===== config.mk =====
export PLATFORM = sky130hd
export DESIGN_NAME = reg_wb_queue_flat
export DESIGN_NICKNAME = d
export VERILOG_FILES = /design/src/rtl/reg_wb_queue_if.sv /design/src/rtl/reg_wb_queue.sv /design/src/flat_wrapper.sv
export SDC_FILE = /design/constraint.sdc
export NUM_CORES = 1
export LEC_CHECK = 0
export CORE_MARGIN = 2
export CORE_UTILIZATION = 50
export CTS_BUF_LIST = sky130_fd_sc_hd__clkbuf_4 sky130_fd_sc_hd__clkbuf_8
export DETAILED_ROUTE_END_ITERATION = 8
export PLACE_DENSITY_LB_ADDON = 0.08
export SETUP_SLACK_MARGIN = 0.15
export SYNTH_ARGS = -nofsm -noshare
export SYNTH_HDL_FRONTEND = slang
export SYNTH_SLANG_ARGS = --single-unit

===== constraint.sdc =====
create_clock -name Clock -period 8.6 [get_ports Clock]
set_input_delay 0.86 -clock Clock [delete_from_list [all_inputs] [get_ports Clock]]
set_output_delay 0.86 -clock Clock [all_outputs]
set_load 0.03 [all_outputs]

===== src/rtl/reg_wb_queue_if.sv =====
// Write-back queue bundle: ALU/load write requests, register-block write port, read forwarding.
interface reg_wb_queue_if #(
  parameter int n         = 16,
  parameter int addr_size = 3
);
  logic                 AluValid;
  logic [addr_size-1:0] AluAddr;
  logic [n-1:0]         AluData;
  logic                 AluReady;
  logic                 MemValid;
  logic [addr_size-1:0] MemAddr;
  logic [n-1:0]         MemData;
  logic                 MemReady;
  logic                 We;
  logic [addr_size-1:0] Rw;
  logic [n-1:0]         WData;
  logic [addr_size-1:0] Rs1;
  logic [addr_size-1:0] Rs2;
  logic [n-1:0]         RegRd1;
  logic [n-1:0]         RegRd2;
  logic [n-1:0]         Rd1;
  logic [n-1:0]         Rd2;
  logic [addr_size:0]   Count;
  logic                 Full;
  logic                 Empty;

  modport master (
    output AluValid, AluAddr, AluData, MemValid, MemAddr, MemData,
           Rs1, Rs2, RegRd1, RegRd2,
    input  AluReady, MemReady, We, Rw, WData, Rd1, Rd2, Count, Full, Empty
  );

  modport slave (
    input  AluValid, AluAddr, AluData, MemValid, MemAddr, MemData,
           Rs1, Rs2, RegRd1, RegRd2,
    output AluReady, MemReady, We, Rw, WData, Rd1, Rd2, Count, Full, Empty
  );
endinterface


===== src/rtl/reg_wb_queue.sv =====
// In-order write-back FIFO in front of the register file; head drains every cycle (latency 1 when empty).
// Ready depends only on registered Count: ALU needs one free slot, load path needs two.
module reg_wb_queue #(
  parameter int n         = 16,
  parameter int addr_size = 3,
  parameter int depth     = 4
) (
  input logic         Clock,
  input logic         nReset,
  reg_wb_queue_if.slave bus
);
  localparam int PW = $clog2(depth);
  localparam int CW = addr_size + 1;

  logic [PW-1:0]        r_head;
  logic [PW-1:0]        r_tail;
  logic [CW-1:0]        r_count;
  logic [addr_size-1:0] r_addr [depth];
  logic [n-1:0]         r_data [depth];

  logic          w_full;
  logic          w_empty;
  logic          w_alu_rdy;
  logic          w_mem_rdy;
  logic          w_alu_st;
  logic          w_mem_st;
  logic          w_pop;
  logic [PW-1:0] w_mem_idx;
  logic [n-1:0]  w_rd1;
  logic [n-1:0]  w_rd2;

  assign w_full    = (r_count == CW'(depth));
  assign w_empty   = (r_count == '0);
  assign w_alu_rdy = !w_full;
  assign w_mem_rdy = (r_count <= CW'(depth - 2));
  assign w_pop     = !w_empty;

  // Register 0 writes are acknowledged but never occupy a slot.
  assign w_alu_st  = bus.AluValid && w_alu_rdy && (bus.AluAddr != '0);
  assign w_mem_st  = bus.MemValid && w_mem_rdy && (bus.MemAddr != '0);
  assign w_mem_idx = r_tail + PW'(w_alu_st);

  always_ff @(posedge Clock) begin
    if (!nReset) begin
      r_head  <= '0;
      r_tail  <= '0;
      r_count <= '0;
      for (int i = 0; i < depth; i++) begin
        r_addr[i] <= '0;
        r_data[i] <= '0;
      end
    end else begin
      if (w_alu_st) begin
        r_addr[r_tail] <= bus.AluAddr;
        r_data[r_tail] <= bus.AluData;
      end
      if (w_mem_st) begin
        r_addr[w_mem_idx] <= bus.MemAddr;
        r_data[w_mem_idx] <= bus.MemData;
      end
      r_tail  <= r_tail + PW'(w_alu_st) + PW'(w_mem_st);
      r_head  <= r_head + PW'(w_pop);
      r_count <= r_count + CW'(w_alu_st) + CW'(w_mem_st) - CW'(w_pop);
    end
  end

  // Walk oldest to youngest so the youngest matching entry wins.
  always_comb begin
    w_rd1 = bus.RegRd1;
    w_rd2 = bus.RegRd2;
    for (int i = 0; i < depth; i++) begin
      if (CW'(i) < r_count) begin
        if (r_addr[r_head + PW'(i)] == bus.Rs1) w_rd1 = r_data[r_head + PW'(i)];
        if (r_addr[r_head + PW'(i)] == bus.Rs2) w_rd2 = r_data[r_head + PW'(i)];
      end
    end
    if (bus.Rs1 == '0) w_rd1 = '0;
    if (bus.Rs2 == '0) w_rd2 = '0;
  end

  assign bus.AluReady = w_alu_rdy;
  assign bus.MemReady = w_mem_rdy;
  assign bus.We       = w_pop;
  assign bus.Rw       = r_addr[r_head];
  assign bus.WData    = r_data[r_head];
  assign bus.Rd1      = w_rd1;
  assign bus.Rd2      = w_rd2;
  assign bus.Count    = r_count;
  assign bus.Full     = w_full;
  assign bus.Empty    = w_empty;
endmodule

===== src/flat_wrapper.sv =====
// flat-port wrapper written by rule: the top's interface ports become plain ports
module reg_wb_queue_flat 
#(
  parameter int n         = 16,
  parameter int addr_size = 3,
  parameter int depth     = 4
)
  (Clock, nReset, bus_AluValid, bus_AluAddr, bus_AluData, bus_MemValid, bus_MemAddr, bus_MemData, bus_Rs1, bus_Rs2, bus_RegRd1, bus_RegRd2, bus_AluReady, bus_MemReady, bus_We, bus_Rw, bus_WData, bus_Rd1, bus_Rd2, bus_Count, bus_Full, bus_Empty);
  reg_wb_queue_if #(.n(n), .addr_size(addr_size)) bus_i ();
  input logic Clock;
  input logic nReset;
  input wire logic [$bits(bus_i.AluValid)-1:0] bus_AluValid;
  input wire logic [$bits(bus_i.AluAddr)-1:0] bus_AluAddr;
  input wire logic [$bits(bus_i.AluData)-1:0] bus_AluData;
  input wire logic [$bits(bus_i.MemValid)-1:0] bus_MemValid;
  input wire logic [$bits(bus_i.MemAddr)-1:0] bus_MemAddr;
  input wire logic [$bits(bus_i.MemData)-1:0] bus_MemData;
  input wire logic [$bits(bus_i.Rs1)-1:0] bus_Rs1;
  input wire logic [$bits(bus_i.Rs2)-1:0] bus_Rs2;
  input wire logic [$bits(bus_i.RegRd1)-1:0] bus_RegRd1;
  input wire logic [$bits(bus_i.RegRd2)-1:0] bus_RegRd2;
  output wire logic [$bits(bus_i.AluReady)-1:0] bus_AluReady;
  output wire logic [$bits(bus_i.MemReady)-1:0] bus_MemReady;
  output wire logic [$bits(bus_i.We)-1:0] bus_We;
  output wire logic [$bits(bus_i.Rw)-1:0] bus_Rw;
  output wire logic [$bits(bus_i.WData)-1:0] bus_WData;
  output wire logic [$bits(bus_i.Rd1)-1:0] bus_Rd1;
  output wire logic [$bits(bus_i.Rd2)-1:0] bus_Rd2;
  output wire logic [$bits(bus_i.Count)-1:0] bus_Count;
  output wire logic [$bits(bus_i.Full)-1:0] bus_Full;
  output wire logic [$bits(bus_i.Empty)-1:0] bus_Empty;
  assign bus_i.AluValid = bus_AluValid;
  assign bus_i.AluAddr = bus_AluAddr;
  assign bus_i.AluData = bus_AluData;
  assign bus_i.MemValid = bus_MemValid;
  assign bus_i.MemAddr = bus_MemAddr;
  assign bus_i.MemData = bus_MemData;
  assign bus_i.Rs1 = bus_Rs1;
  assign bus_i.Rs2 = bus_Rs2;
  assign bus_i.RegRd1 = bus_RegRd1;
  assign bus_i.RegRd2 = bus_RegRd2;
  assign bus_AluReady = bus_i.AluReady;
  assign bus_MemReady = bus_i.MemReady;
  assign bus_We = bus_i.We;
  assign bus_Rw = bus_i.Rw;
  assign bus_WData = bus_i.WData;
  assign bus_Rd1 = bus_i.Rd1;
  assign bus_Rd2 = bus_i.Rd2;
  assign bus_Count = bus_i.Count;
  assign bus_Full = bus_i.Full;
  assign bus_Empty = bus_i.Empty;
  reg_wb_queue #(.n(n), .addr_size(addr_size), .depth(depth)) u_core (.Clock(Clock), .nReset(nReset), .bus(bus_i));
endmodule

==> out/metrics.csv <==
metric;value;unit
Slew headroom;16.8;%
Cell Rows;46;
RSZ-0062 raised after global routing;no;
die area;17000;sq um
Via Count;7345;
nets;1077;
Core Util, Final;61.0;%
Setup Buffers After CTS;0;
Die Y;130;um
chip width;130;um
syn_nets;996;
Routed wire per std cell;19.2;um
Final Skew;12.9;ps
Starting DRT DRC Count;892;
arrival time at the worst endpoint;4320;ps
layout cells sized above 1;8.77;%
drt total wl;23.2;mm
Yosys Warn Count;0;
most area-consuming cells after synthesis;edfxtp_1 (29%), mux2i_1 (13%), a21oi_1 (6.2%);
Final Max Tran Viols;0;
TritonCTS clock tree;yes;
critical path type;input pin to output pin;
vias per inst;6.08;
Layout area overhead;20.2;%
Worst EP required;7740;ps
Worst-path clk slew;100;ps
Clock Latency Late Sink;370;ps
setup TNS;0;ps
DRC;0;
vias in the first global route;6571;
LEAKAGE;0.00325;uW
final setup fails;0;
Sink Count;84;
largest net degree at the start of global routing;98;
design area;9580;sq um
final antenna-violating net count;0;
pwr/cell area;386;nW/um^2
register area share after synthesis;30.6;%
Fmax;193;MHz
first-pass detailed-route iteration total;8;
multiplexer share of the synthesized area;15.3;%
met3 GRT Util;4.55;%
most used routing layer;met1;
Synth area leader;edfxtp_1;
clk buf depth;2;
Synth Area per Inst;8.80;sq um
Top FF cell, synth;edfxtp_1;
max-cap viol count;0;
Peak VDD IR;0.000221;V
hold_buf cts;0;
io pins;140;
global routing met1 resource utilization;45.2;%
Adder-Cell Fraction of Synth Area;1.76;%
GRT met2 Usage;37.1;%
main combinational cell family by area after synthesis;compound AO/OA/AOI/OAI gates;
initial antenna violation count;0;
Post-DP HPWL;17.7;mm
compound-cell area share of the yosys netlist;26.9;%
synthesized area;7970;sq um
# placed instances;1192;
GPL Wtd Cong;0.865;
Total GRT Usage;27.4;%
Synth top area share;28.6;%
Core Region;15700;sq um
status;finished clean;
total gr overflow;0;
Post-Syn Instances;906;
global-route wire length before repair;36.4;mm
number of fill cells;1395;
number of CTS-inserted buffers;9;
XOR/XNOR Fraction of Synth Area;3.95;%
Root Buffer;clkbuf_8;
port buffer count;139;
final non-filler cell total;1208;
crit path time final;5180;ps
placed inst area;9390;sq um
H-Tree Level Count;3;
EDFF count, synth;76;
PostCTS Resize Cnt;0;
period utilization;60.2;%
FF+latch count, synth;84;
Ant. Diodes;0;
Initial Util;50.7;%
Distinct cells, synth;50;
post-synthesis simple-gate area fraction;15.9;%
measured slew at the worst slew-check pin;1240;ps
Setup crit start kind;input pin;
Synth async-reset ratio;0;%
worst hold path class;flip-flop to flip-flop;
CP endpoint kind;output pin;
Fin. Hold Viols;0;
CP Max Fanout;17;
layout make-up:
cell class / instances / area, sq um / area share [%]
clock inverter: 7 / 66.3 / 0.692
clock buffer: 9 / 124 / 1.29
timing repair buffer: 153 / 1500 / 15.6
sequential: 84 / 2450 / 25.6
tap: 216 / 270 / 2.82
inverter: 13 / 48.8 / 0.509
multi-input combinational: 726 / 5130 / 53.5
power breakdown:
part / switching, uW / leakage (uW) / internal (uW) / total (uW)
logic: 1700 / 0.00229 / 1080 / 2780
registers: 90.4 / 0.000859 / 558 / 648
clock network: 158 / 0.0000991 / 113 / 271
cells in the final DEF, fill, tap and decap left out, types with 4 or more instances in the layout:
master / count
clkdlybuf4s50_1: 139
mux2i_1: 107
a21oi_1: 98
nand2_1: 95
edfxtp_1: 76
o21ai_0: 67
a22o_1: 38
nand2b_1: 33
or2_2: 32
o221ai_1: 32
o22ai_1: 32
nor2b_1: 31
a211oi_1: 26
xnor2_1: 22
a21o_1: 17
xor2_1: 14
buf_4: 14
inv_1: 13
and2_1: 9
clkbuf_8: 9
ha_1: 8
o21ai_1: 7
nor3_1: 6
a211oi_2: 6
dfxtp_1: 6
nor2_1: 5
and3_1: 4
inv_6: 4
synth_stat cells, types with 2 or more instances:
cell type	n
a211oi_1	26
a211oi_2	6
a21o_1	17
a21oi_1	98
a22o_1	38
and2_1	9
and3_1	4
buf_2	14
buf_4	4
buf_6	6
clkbuf_1	57
dfxtp_1	8
edfxtp_1	76
fa_1	2
ha_1	8
inv_1	13
mux2i_1	107
mux4_1	3
mux4_2	3
nand2_1	95
nand2b_1	33
nand3_1	3
nor2_1	5
nor2b_1	31
nor3_1	11
nor3b_1	2
nor4_4	2
o21a_1	2
o21ai_0	67
o21ai_1	7
o221a_2	2
o221ai_1	32
o22ai_1	32
or2_2	32
or3_1	2
xnor2_1	22
xor2_1	14
sequential cells by signal, indices dropped and copies added (netlist names):
name / flops
u_core.r_addr: 12
u_core.bus.Count: 4
u_core.r_tail: 2
u_core.r_data: 64
u_core.r_head: 2
path summary, 6_finish.rpt:
kind | from | endpoint | slack, ps | depth (start not counted)
max | bus_Rs1[0] | bus_Rd1[10] | 3420 | 7
min | u_core.bus.Count[0] | u_core.bus.Count[0] | 760 | 2
max reg2reg | u_core.bus.Count[2] | u_core.r_data[2][12] | 4310 | 9
min reg2reg | u_core.bus.Count[0] | u_core.bus.Count[0] | 760 | 2
routing by layer:
layer  vias to the layer above  wire [um]
met5                         -          0
met4                         0        208
met3                        22       2250
met2                       365       8950
met1                      3399      11800
li1                       3559          -
cell families (layout without fill, tap and decap cells):
kind of cell	after synthesis	after routing
AO/OA/AOI/OAI	331	331
buffers and inverters	96	182
XOR/XNOR	36	36
flip-flops	84	84
multiplexers	113	113
AND/OR/NAND/NOR	236	236
adder cells (fa/ha/maj)	10	10
stage by stage:
stage | hold slack [ps] | power, uW | setup WS, ps
after floorplan | 673 | 2560 | 4340
after global placement | 729 | 3380 | 3590
after detailed placement | 744 | 3390 | 3560
after CTS | 771 | 3670 | 3540
after global routing | 819 | 3940 | 3230
final | 758 | 3700 | 3420
critical path, stage by stage:
cell and delay, ps:
clkdlybuf4s50_1 690, xnor2_1 180, nand3_1 430, nor2_1 1010
a21oi_1 80, o22ai_1 310, clkdlybuf4s50_1 740
Note: power is estimated with default switching activity, not from simulation.
